**src/rtl/multicycle_ctrl_pkg.sv**
```systemverilog
// Shared definitions for the multi-cycle MIPS-subset controller:
// opcode/funct values, FSM states, datapath select codes and the output bundle.
package ctrl_defs;

  localparam logic [5:0] OP_R_TYPE = 6'b000000;
  localparam logic [5:0] OP_BGEZAL = 6'b000001;
  localparam logic [5:0] OP_JAL    = 6'b000011;
  localparam logic [5:0] OP_BEQ    = 6'b000100;
  localparam logic [5:0] OP_SLTI   = 6'b001010;
  localparam logic [5:0] OP_ORI    = 6'b001101;
  localparam logic [5:0] OP_LUI    = 6'b001111;
  localparam logic [5:0] OP_LB     = 6'b100000;
  localparam logic [5:0] OP_LW     = 6'b100011;
  localparam logic [5:0] OP_SB     = 6'b101000;
  localparam logic [5:0] OP_SW     = 6'b101011;

  localparam logic [5:0] FN_ADDU   = 6'b100001;
  localparam logic [5:0] FN_SUBU   = 6'b100011;
  localparam logic [5:0] FN_JR     = 6'b001000;

  typedef enum logic [2:0] {
    S_FETCH  = 3'd0,
    S_DECODE = 3'd1,
    S_EXE    = 3'd2,
    S_MEM_RD = 3'd3,
    S_MEM_WR = 3'd4,
    S_WB_ALU = 3'd5,
    S_WB_MEM = 3'd6,
    S_BAD    = 3'd7
  } state_t;

  localparam logic [1:0] NPC_PC4    = 2'b00;
  localparam logic [1:0] NPC_BRANCH = 2'b01;
  localparam logic [1:0] NPC_JAL    = 2'b10;
  localparam logic [1:0] NPC_GPR    = 2'b11;

  localparam logic [1:0] M2R_ALU    = 2'b00;
  localparam logic [1:0] M2R_DM     = 2'b01;
  localparam logic [1:0] M2R_LINK   = 2'b10;

  localparam logic [1:0] DST_RT     = 2'b00;
  localparam logic [1:0] DST_RD     = 2'b01;
  localparam logic [1:0] DST_RA     = 2'b10;

  localparam logic [1:0] EXT_ZERO   = 2'b00;
  localparam logic [1:0] EXT_SIGN   = 2'b01;
  localparam logic [1:0] EXT_LUI    = 2'b10;

  localparam logic [2:0] ALU_ADD    = 3'b000;
  localparam logic [2:0] ALU_SUB    = 3'b001;
  localparam logic [2:0] ALU_OR     = 3'b010;
  localparam logic [2:0] ALU_SLT    = 3'b100;

  // Exactly one field is set for any encoding; unknown encodings land in nop.
  typedef struct packed {
    logic rcal;
    logic jr;
    logic ical;
    logic load;
    logic store;
    logic beq;
    logic bgezal;
    logic jal;
    logic nop;
  } iclass_t;

  typedef struct packed {
    logic       alusrc;
    logic [1:0] extop;
    logic [2:0] aluop;
  } exe_sel_t;

  typedef struct packed {
    logic       pc_we;
    logic       ir_we;
    logic [1:0] regdst;
    logic       alusrc;
    logic [1:0] memtoreg;
    logic       memwrite;
    logic       regwrite;
    logic [1:0] extop;
    logic [1:0] npc_sel;
    logic [2:0] aluop;
    logic       if_lb;
    logic       if_sb;
    logic       instr_done;
  } ctrl_out_t;

  function automatic exe_sel_t exe_sel(logic [5:0] op, logic [5:0] func);
    exe_sel_t s;
    s = '0;
    case (op)
      OP_R_TYPE:               s.aluop = (func == FN_SUBU) ? ALU_SUB : ALU_ADD;
      OP_ORI:                  s = '{alusrc: 1'b1, extop: EXT_ZERO, aluop: ALU_OR};
      OP_LUI:                  s = '{alusrc: 1'b1, extop: EXT_LUI,  aluop: ALU_ADD};
      OP_SLTI:                 s = '{alusrc: 1'b1, extop: EXT_SIGN, aluop: ALU_SLT};
      OP_LW, OP_LB, OP_SW, OP_SB:
                               s = '{alusrc: 1'b1, extop: EXT_SIGN, aluop: ALU_ADD};
      OP_BEQ:                  s.aluop = ALU_SUB;
      default:                 s = '0;
    endcase
    return s;
  endfunction

endpackage

```
**src/rtl/multicycle_ctrl_if.sv**
```systemverilog
// Controller <-> datapath bundle: IR contents and flags in, selects and strobes out.
interface multicycle_ctrl_if;
  logic [31:0] instr;
  logic        zero;
  logic        bgezal_op;
  logic        mem_ready;
  logic        pc_we;
  logic        ir_we;
  logic [1:0]  regdst;
  logic        alusrc;
  logic [1:0]  memtoreg;
  logic        memwrite;
  logic        regwrite;
  logic [1:0]  extop;
  logic [1:0]  npc_sel;
  logic [2:0]  aluop;
  logic        if_lb;
  logic        if_sb;
  logic        instr_done;
  logic [2:0]  state;

  modport master (
    input  instr, zero, bgezal_op, mem_ready,
    output pc_we, ir_we, regdst, alusrc, memtoreg, memwrite, regwrite,
           extop, npc_sel, aluop, if_lb, if_sb, instr_done, state
  );

  modport slave (
    output instr, zero, bgezal_op, mem_ready,
    input  pc_we, ir_we, regdst, alusrc, memtoreg, memwrite, regwrite,
           extop, npc_sel, aluop, if_lb, if_sb, instr_done, state
  );
endinterface

```
**src/rtl/multicycle_ctrl_decode.sv**
```systemverilog
// Combinational instruction classifier: op/func to a one-hot class plus a byte-access flag.
module instr_class_decode
  import ctrl_defs::*;
(
  input  logic [5:0] op,
  input  logic [5:0] func,
  output iclass_t    cls,
  output logic       is_byte
);

  always_comb begin
    // NOTE: every output gets a default before the case, so no path can infer a latch.
    cls     = '0;
    is_byte = 1'b0;
    case (op)
      OP_R_TYPE: begin
        if (func == FN_ADDU || func == FN_SUBU) cls.rcal = 1'b1;
        else if (func == FN_JR)                 cls.jr   = 1'b1;
        else                                    cls.nop  = 1'b1;
      end
      OP_ORI, OP_LUI, OP_SLTI: cls.ical   = 1'b1;
      OP_LW:                   cls.load   = 1'b1;
      OP_LB:     begin         cls.load   = 1'b1; is_byte = 1'b1; end
      OP_SW:                   cls.store  = 1'b1;
      OP_SB:     begin         cls.store  = 1'b1; is_byte = 1'b1; end
      OP_BEQ:                  cls.beq    = 1'b1;
      OP_BGEZAL:               cls.bgezal = 1'b1;
      OP_JAL:                  cls.jal    = 1'b1;
      default:                 cls.nop    = 1'b1;
    endcase
  end

endmodule

```
**src/rtl/multicycle_ctrl.sv**
```systemverilog
// Multi-cycle control FSM: steps each instruction through fetch/decode/exe/mem/wb
// and drives the datapath selects and write strobes for the current step only.
module multicycle_ctrl
  import ctrl_defs::*;
(
  input  logic              clk,
  input  logic              reset,
  multicycle_ctrl_if.master bus
);

  state_t    state_q;
  state_t    state_d;
  iclass_t   cls;
  logic      is_byte;
  exe_sel_t  sel;
  ctrl_out_t o;
  logic      show_sel;

  instr_class_decode u_decode (
    .op      (bus.instr[31:26]),
    .func    (bus.instr[5:0]),
    .cls     (cls),
    .is_byte (is_byte)
  );

  assign sel = exe_sel(bus.instr[31:26], bus.instr[5:0]);

  // NOTE: state registers use non-blocking assignment so every flop samples pre-edge values.
  always_ff @(posedge clk or posedge reset) begin
    if (reset) state_q <= S_FETCH;
    else       state_q <= state_d;
  end

  always_comb begin
    o        = '0;
    show_sel = 1'b0;
    state_d  = S_FETCH;
    case (state_q)
      S_FETCH: begin
        o.ir_we   = 1'b1;
        o.pc_we   = 1'b1;
        o.npc_sel = NPC_PC4;
        state_d   = S_DECODE;
      end
      S_DECODE: begin
        state_d = S_EXE;
        if (cls.jal) begin
          o.pc_we      = 1'b1;
          o.npc_sel    = NPC_JAL;
          o.regwrite   = 1'b1;
          o.regdst     = DST_RA;
          o.memtoreg   = M2R_LINK;
          o.instr_done = 1'b1;
          state_d      = S_FETCH;
        end else if (cls.jr) begin
          o.pc_we      = 1'b1;
          o.npc_sel    = NPC_GPR;
          o.instr_done = 1'b1;
          state_d      = S_FETCH;
        end else if (cls.nop) begin
          o.instr_done = 1'b1;
          state_d      = S_FETCH;
        end
      end
      S_EXE: begin
        show_sel = 1'b1;
        if (cls.beq) begin
          o.pc_we      = bus.zero;
          o.npc_sel    = NPC_BRANCH;
          o.instr_done = 1'b1;
          state_d      = S_FETCH;
        end else if (cls.bgezal) begin
          // Link and branch together; PC already holds PC+4 for the link value.
          if (bus.bgezal_op) begin
            o.pc_we    = 1'b1;
            o.npc_sel  = NPC_BRANCH;
            o.regwrite = 1'b1;
            o.regdst   = DST_RA;
            o.memtoreg = M2R_LINK;
          end
          o.instr_done = 1'b1;
          state_d      = S_FETCH;
        end else if (cls.load) begin
          state_d = S_MEM_RD;
        end else if (cls.store) begin
          state_d = S_MEM_WR;
        end else if (cls.rcal || cls.ical) begin
          state_d = S_WB_ALU;
        end
      end
      S_MEM_RD: begin
        show_sel = 1'b1;
        o.if_lb  = is_byte;
        state_d  = bus.mem_ready ? S_WB_MEM : S_MEM_RD;
      end
      S_MEM_WR: begin
        show_sel     = 1'b1;
        o.memwrite   = 1'b1;
        o.if_sb      = is_byte;
        o.instr_done = bus.mem_ready;
        state_d      = bus.mem_ready ? S_FETCH : S_MEM_WR;
      end
      S_WB_ALU: begin
        show_sel     = 1'b1;
        o.regwrite   = 1'b1;
        o.memtoreg   = M2R_ALU;
        o.regdst     = cls.rcal ? DST_RD : DST_RT;
        o.instr_done = 1'b1;
      end
      S_WB_MEM: begin
        show_sel     = 1'b1;
        o.regwrite   = 1'b1;
        o.memtoreg   = M2R_DM;
        o.regdst     = DST_RT;
        o.if_lb      = is_byte;
        o.instr_done = 1'b1;
      end
      default: begin
        o       = '0;
        state_d = S_FETCH;
      end
    endcase

    // ALU operand selects stay stable from execute until the instruction retires.
    if (show_sel) begin
      o.alusrc = sel.alusrc;
      o.extop  = sel.extop;
      o.aluop  = sel.aluop;
    end

    // Reset silences every strobe at once, including a pending DM write.
    if (reset) o = '0;
  end

  assign bus.pc_we      = o.pc_we;
  assign bus.ir_we      = o.ir_we;
  assign bus.regdst     = o.regdst;
  assign bus.alusrc     = o.alusrc;
  assign bus.memtoreg   = o.memtoreg;
  assign bus.memwrite   = o.memwrite;
  assign bus.regwrite   = o.regwrite;
  assign bus.extop      = o.extop;
  assign bus.npc_sel    = o.npc_sel;
  assign bus.aluop      = o.aluop;
  assign bus.if_lb      = o.if_lb;
  assign bus.if_sb      = o.if_sb;
  assign bus.instr_done = o.instr_done;
  assign bus.state      = state_q;

endmodule

```
**src/flat_wrapper.sv**
```systemverilog
// flat-port wrapper written by rule: the top's interface ports become plain ports
module multicycle_ctrl_flat import ctrl_defs::*;
  (clk, reset, bus_instr, bus_zero, bus_bgezal_op, bus_mem_ready, bus_pc_we, bus_ir_we, bus_regdst, bus_alusrc, bus_memtoreg, bus_memwrite, bus_regwrite, bus_extop, bus_npc_sel, bus_aluop, bus_if_lb, bus_if_sb, bus_instr_done, bus_state);
  multicycle_ctrl_if bus_i ();
  input  logic clk;
  input  logic reset;
  input wire logic [$bits(bus_i.instr)-1:0] bus_instr;
  input wire logic [$bits(bus_i.zero)-1:0] bus_zero;
  input wire logic [$bits(bus_i.bgezal_op)-1:0] bus_bgezal_op;
  input wire logic [$bits(bus_i.mem_ready)-1:0] bus_mem_ready;
  output wire logic [$bits(bus_i.pc_we)-1:0] bus_pc_we;
  output wire logic [$bits(bus_i.ir_we)-1:0] bus_ir_we;
  output wire logic [$bits(bus_i.regdst)-1:0] bus_regdst;
  output wire logic [$bits(bus_i.alusrc)-1:0] bus_alusrc;
  output wire logic [$bits(bus_i.memtoreg)-1:0] bus_memtoreg;
  output wire logic [$bits(bus_i.memwrite)-1:0] bus_memwrite;
  output wire logic [$bits(bus_i.regwrite)-1:0] bus_regwrite;
  output wire logic [$bits(bus_i.extop)-1:0] bus_extop;
  output wire logic [$bits(bus_i.npc_sel)-1:0] bus_npc_sel;
  output wire logic [$bits(bus_i.aluop)-1:0] bus_aluop;
  output wire logic [$bits(bus_i.if_lb)-1:0] bus_if_lb;
  output wire logic [$bits(bus_i.if_sb)-1:0] bus_if_sb;
  output wire logic [$bits(bus_i.instr_done)-1:0] bus_instr_done;
  output wire logic [$bits(bus_i.state)-1:0] bus_state;
  assign bus_i.instr = bus_instr;
  assign bus_i.zero = bus_zero;
  assign bus_i.bgezal_op = bus_bgezal_op;
  assign bus_i.mem_ready = bus_mem_ready;
  assign bus_pc_we = bus_i.pc_we;
  assign bus_ir_we = bus_i.ir_we;
  assign bus_regdst = bus_i.regdst;
  assign bus_alusrc = bus_i.alusrc;
  assign bus_memtoreg = bus_i.memtoreg;
  assign bus_memwrite = bus_i.memwrite;
  assign bus_regwrite = bus_i.regwrite;
  assign bus_extop = bus_i.extop;
  assign bus_npc_sel = bus_i.npc_sel;
  assign bus_aluop = bus_i.aluop;
  assign bus_if_lb = bus_i.if_lb;
  assign bus_if_sb = bus_i.if_sb;
  assign bus_instr_done = bus_i.instr_done;
  assign bus_state = bus_i.state;
  multicycle_ctrl u_core (.clk(clk), .reset(reset), .bus(bus_i));
endmodule
```
**config.mk**
```make
export PLATFORM = sky130hd
export DESIGN_NAME = multicycle_ctrl_flat
export DESIGN_NICKNAME = d
export VERILOG_FILES = /design/src/rtl/multicycle_ctrl_pkg.sv /design/src/rtl/multicycle_ctrl_if.sv /design/src/rtl/multicycle_ctrl_decode.sv /design/src/rtl/multicycle_ctrl.sv /design/src/flat_wrapper.sv
export SDC_FILE = /design/constraint.sdc
export NUM_CORES = 1
export LEC_CHECK = 0
export BUFFER_PORTS_ARGS = -buffer_cell sky130_fd_sc_hd__buf_2
export CAP_MARGIN = 10
export CORE_ASPECT_RATIO = 1.4
export CORE_UTILIZATION = 41
export DETAILED_ROUTE_END_ITERATION = 7
export PLACE_DENSITY = 0.8
export SLEW_MARGIN = 20
export SYNTH_ARGS = -nofsm -noshare
export SYNTH_HDL_FRONTEND = slang
export SYNTH_HIERARCHICAL = 1
export SYNTH_SLANG_ARGS = --single-unit
```
**constraint.sdc**
```tcl
create_clock -name clk -period 1.6 [get_ports clk]
set_input_delay 0 -clock clk [delete_from_list [all_inputs] [get_ports clk]]
set_output_delay 0 -clock clk [all_outputs]
set_load 0.005 [all_outputs]
```
# After elaboration in Yosys (flattened, before gate mapping)
# Index checks and enable logic that the tools add are counted.
# Widths: inputs -> output; s select.
[word_totals] wordCells=98 in_bits=37 out_inout_bits=22 reg_bits=3
[op_classes] n_mux=65 n_eq_ne=19 reduce_logical=13
[op_table] cell="$eq 6x6->1 const B" n=6
[op_table] cell="$mux 1" n=33
[op_table] cell="$mux 3" n=10
[op_table] cell="$eq 6x4->1 const B" n=4
[op_table] cell="$mux 2" n=11
[op_table] cell="$mux 19" n=1
[op_table] cell="$pmux 3 s5" n=1
[op_table] cell="$pmux 2 s3" n=2
[op_table] cell="$pmux 3 s4" n=1
[op_table] cell="$reduce_or 10->1" n=1
[op_table] cell="$reduce_or 2->1" n=5
[op_table] cell="$reduce_or 5->1" n=2
[op_table] cell="$eq 3x3->1 const B" n=3
[op_table] cell="$pmux 3 s3" n=1
[op_table] cell="$eq 3x2->1 const B" n=2
[op_table] cell="$eq 6x1->1 const B" n=1
[op_table] cell="$eq 6x2->1 const B" n=1
[op_table] cell="$eq 6x3->1 const B" n=1
[op_table] cell="$logic_not 6->1" n=1
[op_table] cell="$pmux 1 s3" n=2
[op_table] cell="$pmux 1 s4" n=1
[op_table] cell="$pmux 2 s2" n=1
[op_table] cell="$eq 3x1->1 const B" n=1
[op_table] cell="$logic_not 3->1" n=1
[op_table] cell="3 further kinds" n=4

# Depth between registers and ports, before layout
[logic_depth] depth_word=11 ltp_mapped=8 mapped_depth_nobuf=7

# Modules after synthesis
# The synthesis kept the hierarchy.
[modules_own_cells] module="multicycle_ctrl" cells_each=87 area_each_um2=584.3 seq_area_each_um2=75.1 n_inst=1
[modules_own_cells] module="instr_class_decode" cells_each=38 area_each_um2=262.8 seq_area_each_um2=0.0 n_inst=1

# Least setup slack after synthesis
# OpenSTA, ideal clock, no wires.
[synth_path] path_type="input -> register" start="in bus_instr[27]" end="reg u_core.state_q[2] (netlist: u_core/bus.state[2])" slack_ns=0.169 n_path_buf=1 required_time_ns=1.474 setup_time_ns=0.126 path_stages=6 arrival_ns=1.305 cell_sequence="buf_2 > nor2_1 > nand2_1 > nor4_1 > nor3b_1 > a221o_1"
[synth_rtl] element="start, declared" line_no="flat_wrapper.sv:7" rtl="input wire logic [$bits(bus_i.instr)-1:0] bus_instr;"
[synth_rtl] element="end signal, assigned" line_no="multicycle_ctrl.sv:31" rtl="else state_q <= state_d;"
[synth_rtl] element="end, declared" line_no="multicycle_ctrl.sv:11" rtl="state_t state_q;"

# Final worst setup path
[layout_path] start="reg u_core.state_q[1] (netlist: u_core/bus.state[1])" end="out bus_alusrc"
[layout_via] elab_chain_cells=5 elab_cells_between_ends=9 cone_classes="eq/ne (5); mux (3); reduce/logical (1)"
[layout_rtl] element="$eq 3x2->1 or $eq 3x3->1 (tied branches)" line_no="multicycle_ctrl.sv:38" rtl="case (state_q)"
[layout_rtl] element="$reduce_or 5->1 (no line) *"
[layout_rtl] element="$mux 1 *" line_no="multicycle_ctrl.sv:38"
[layout_rtl] element="$mux 1 *" line_no="multicycle_ctrl.sv:125" rtl="if (show_sel) begin"
[layout_rtl] element="$mux 19 *" line_no="multicycle_ctrl.sv:132" rtl="if (reset) o = '0;"
[layout_rtl] element="end, declared" line_no="flat_wrapper.sv:14" rtl="output wire logic [$bits(bus_i.alusrc)-1:0] bus_alusrc;"
# Mark *: on every way between the ends. The rest lies on a longest branch, timed or not.

==> metrics.md <==
| Metric | Value |
|---|---|
| Clock power share | `14.7%` |
| NumNets Final | `212` |
| Crit path required time | `1600 ps` |
| CTS clk-pin slew, worst paths | `30 ps` |
| Leakage | `0.549 nW` |
| Critical Path End Type | `primary output` |
| Reg2reg start | `u_core/bus.state[1]` |
| P_sw | `0.393 mW` |
| Slew HR | `73.0%` |
| Fin. max-slew vios | `0` |
| Synth Area in Compound Gates | `21.7%` |
| Placed cell count | `189` |
| Die span in x | `40.4 um` |
| Iteration-0 DRC Markers | `17` |
| Type of the worst min-delay path | `primary input to flop` |
| Crit-path leading delay family | `simple AND/OR/NAND/NOR gates` |
| Crit path largest cell delay | `480 ps` |
| Final Util | `63.0%` |
| Gr ovfl total | `0` |
| Post-synthesis mux area share | `1.18%` |
| Clk_lat worst skew | `230 ps` |
| DRC errors left | `0` |
| Clock sink total | `3` |
| Final cell count without fillers | `195` |
| Worst R2R Path Depth | `5` |
| Worst hold stages | `3` |
| Mapped Avg Cell Area | `6.78 um2` |
| FFs w/ async S/R, synth | `100%` |
| Comb pwr share | `71.5%` |
| Fmax | `599 MHz` |
| Sw Ratio | `43.8%` |
| Vias post-DR | `1,117` |
| Seq cells post-synth | `3` |
| Crit path launch type | `flop` |
| CTS tree | `yes` |
| Initial core utilization | `43.5%` |
| CP arrival | `1670 ps` |
| Hold Fails Final Rpt | `0` |
| # setup viols final | `5` |
| Post-synthesis sequential area ratio | `8.86%` |
| Crit path cell chain | `and3_4 > or4_4 > buf_4 > a21oi_2 > buf_2` |
| Yosys synthesis warning count | `6` |
| Met3 Use GR | `2.80%` |
| DR WL/cell | `12.8 um` |
| Slowest-stage cell, CP | `or4_4` |
| Reg2reg end | `u_core/bus.state[2]` |
| GRT Max-Usage Layer | `met2` |
| First-pass DRT Iterations | `4` |
| Post-Synth XOR/XNOR Area | `4.14%` |
| Rows | `19` |
| Clock Path Buffers | `2` |
| Drt total wl | `2490 um` |
| DIE AREA | `0.00225 mm2` |
| Chip height | `55.8 um` |
| Met2 Resource Use GR | `42.6%` |
| Largest net degree at the start of global routing | `20` |
| Yosys cell types | `43` |
| Critical path class | `flop to primary output` |
| Worst-Margin Slew | `400 ps` |
| RSZ-0062 raised after global routing | `true` |
| Top Ports | `59` |
| Min Clock Period, post-route | `1670 ps` |
| Failing checks | `setup timing` |
| Reg power frac | `13.8%` |
| CP Launch Point | `u_core/bus.state[1]` |
| Synth-to-layout area growth | `45.1%` |
| CTS buffer count | `3` |
| Final Total Pwr | `0.897 mW` |
| Synth Cell Area | `847 um2` |
| Layout cell share with drive strength beyond 1 | `42.0%` |
| First-pass GRT wire length | `3900 um` |
| Largest register FFs | `3` |
| H-tree levels | `1` |
| Synth Area in Simple Gates | `55.7%` |
| Root Driver | `clkbuf_4` |
| Dpl ws | `56.4 ps` |
| Initial antenna violation count | `0` |
| Antenna Violating Nets Remaining | `0` |
| Largest family of logic cells by synthesized area | `simple AND/OR/NAND/NOR gates` |
| Adder-cell share of the synthesized area | `0%` |
| Critical path buffers and inverters | `2` |
| Global-route track usage on met1 | `25.5%` |
| Max Cap Viol | `0` |
| # port buffers | `38` |
| N_diodes | `0` |
| Hpwl dp | `1850 um` |
| Tcrit/Tclk final | `104%` |
| Most frequent cells in the layout | `buf_2, nor3_1, buf_4, nor2_1, nand2_1` |
| Vias per std cell | `5.73` |
| Hold Path End | `u_core/bus.state[2]` |
| Status | `finished, violations left` |
| Gr usage total | `23.6%` |
| Vias in the first global route | `976` |
| Peak supply drop | `0.000377 V` |
| Crit-path max FO | `6` |
| Most common cell after layout, fill and taps aside | `buf_2` |
| Core ar. | `0.00195 mm2` |
| Post-synth EDFFs | `0` |
| Mapped Nets | `162` |
| RePlAce Congestion | `0.819` |
| Flop2flop setup slack | `120 ps` |
| Hold Startpoint | `bus_mem_ready` |
| Post-synth top flop | `dfrtp_1` |
| Pwr dens | `730 mW/mm2` |
| Final Skew | `0.214 ps` |
| Pint | `0.504 mW` |
| Fin worst setup slack | `-68.3 ps` |
| Post-Syn Instances | `125` |
## how the worst max path moves through the flow
stage	end	slack (ps)	cells past startpoint
after CTS	bus_extop[0]	-70	4
after global placement	bus_instr_done	80	10
after floorplan	u_core/bus.state[2]	170	6
final	bus_alusrc	-70	5
after global routing	bus_extop[0]	-140	4
after detailed placement	u_core/bus.state[2]	60	8
## synthesized netlist by cell type (all sizes together) (2+ instances only)
| master | instances | area [um2] |
|---|---|---|
| xnor2 | 3 | 26.3 |
| a211oi | 2 | 20.0 |
| nand2b | 3 | 18.8 |
| or4 | 2 | 15.0 |
| nor3 | 19 | 95.1 |
| clkbuf | 4 | 15.0 |
| nor3b | 4 | 30.0 |
| o21ai | 4 | 20.0 |
| nor2 | 14 | 55.1 |
| nor2b | 5 | 38.8 |
| nand4b | 2 | 17.5 |
| nor4b | 2 | 17.5 |
| nand3b | 4 | 30.0 |
| a21oi | 4 | 20.0 |
| dfrtp | 3 | 75.1 |
| and2 | 2 | 12.5 |
| buf | 6 | 45.0 |
| and3 | 2 | 12.5 |
| and3b | 4 | 35.0 |
| a31oi | 3 | 18.8 |
| inv | 3 | 11.3 |
| o2bb2ai | 2 | 17.5 |
| nor4 | 4 | 37.5 |
| nand2 | 11 | 41.3 |
## power by group through the flow
stage / Clock (mW) / Combinational (mW) / Sequential [mW]
6_report: 0.132 / 0.641 / 0.124
5_1_grt: 0.148 / 0.708 / 0.128
4_1_cts: 0.137 / 0.623 / 0.122
3_5_place_dp: 0 / 0.606 / 0.123
3_3_place_gp: 0 / 0.584 / 0.122
2_1_floorplan: 0 / 0.352 / 0.134
## cell families after synthesis
group                     after synthesis
and+or+nand+nor                        80
buffers and inverters                  13
xor gates and xnor gates                4
muxes                                   1
DFF                                     3
AOI/OAI and AO/OA                      24
## cell type report
cell class	instances	area [um2]
multi-input cells	109	757
fillers	182	721
repair buffers	55	333
flip-flops and latches	3	75.1
clock buffers	4	26.3
well taps	21	26.3
inverters	3	11.3
## stage by stage
stage | hold slack [ps] | cell area [um2] | TNS, ps
6_report | 171 | 1230 | -194
5_1_grt | 148 | 1230 | -601
4_1_cts | 153 | 1190 | -166
3_5_place_dp | -9.35 | 1130 | 0
3_3_place_gp | -22.8 | 1130 | 0
2_1_floorplan | -38.4 | 847 | 0
## worst reg2reg max path, delay by kind of cell (launching register included)
family,cells,cell delay (ps)
and+or+nand+nor,2,300
DFF,1,410
AOI/OAI and AO/OA,1,320
buffers and inverters,2,330
## per-layer routing
| layer | wire length, um | share of wire (%) |
|---|---|---|
| met5 | 0 | 0 |
| met4 | 26 | 1.0 |
| met3 | 135 | 5.4 |
| met2 | 1320 | 53 |
| met1 | 1010 | 41 |
## repair_timing
action	CTS	global route
hold buffers	1	0
setup endpoints to repair	7	10
resized for setup	3	8
endpoints found under the hold margin	3	0
cloned	0	0
pin swaps	0	2
buffers inserted	0	1
Power figures use the tool's default switching activity.
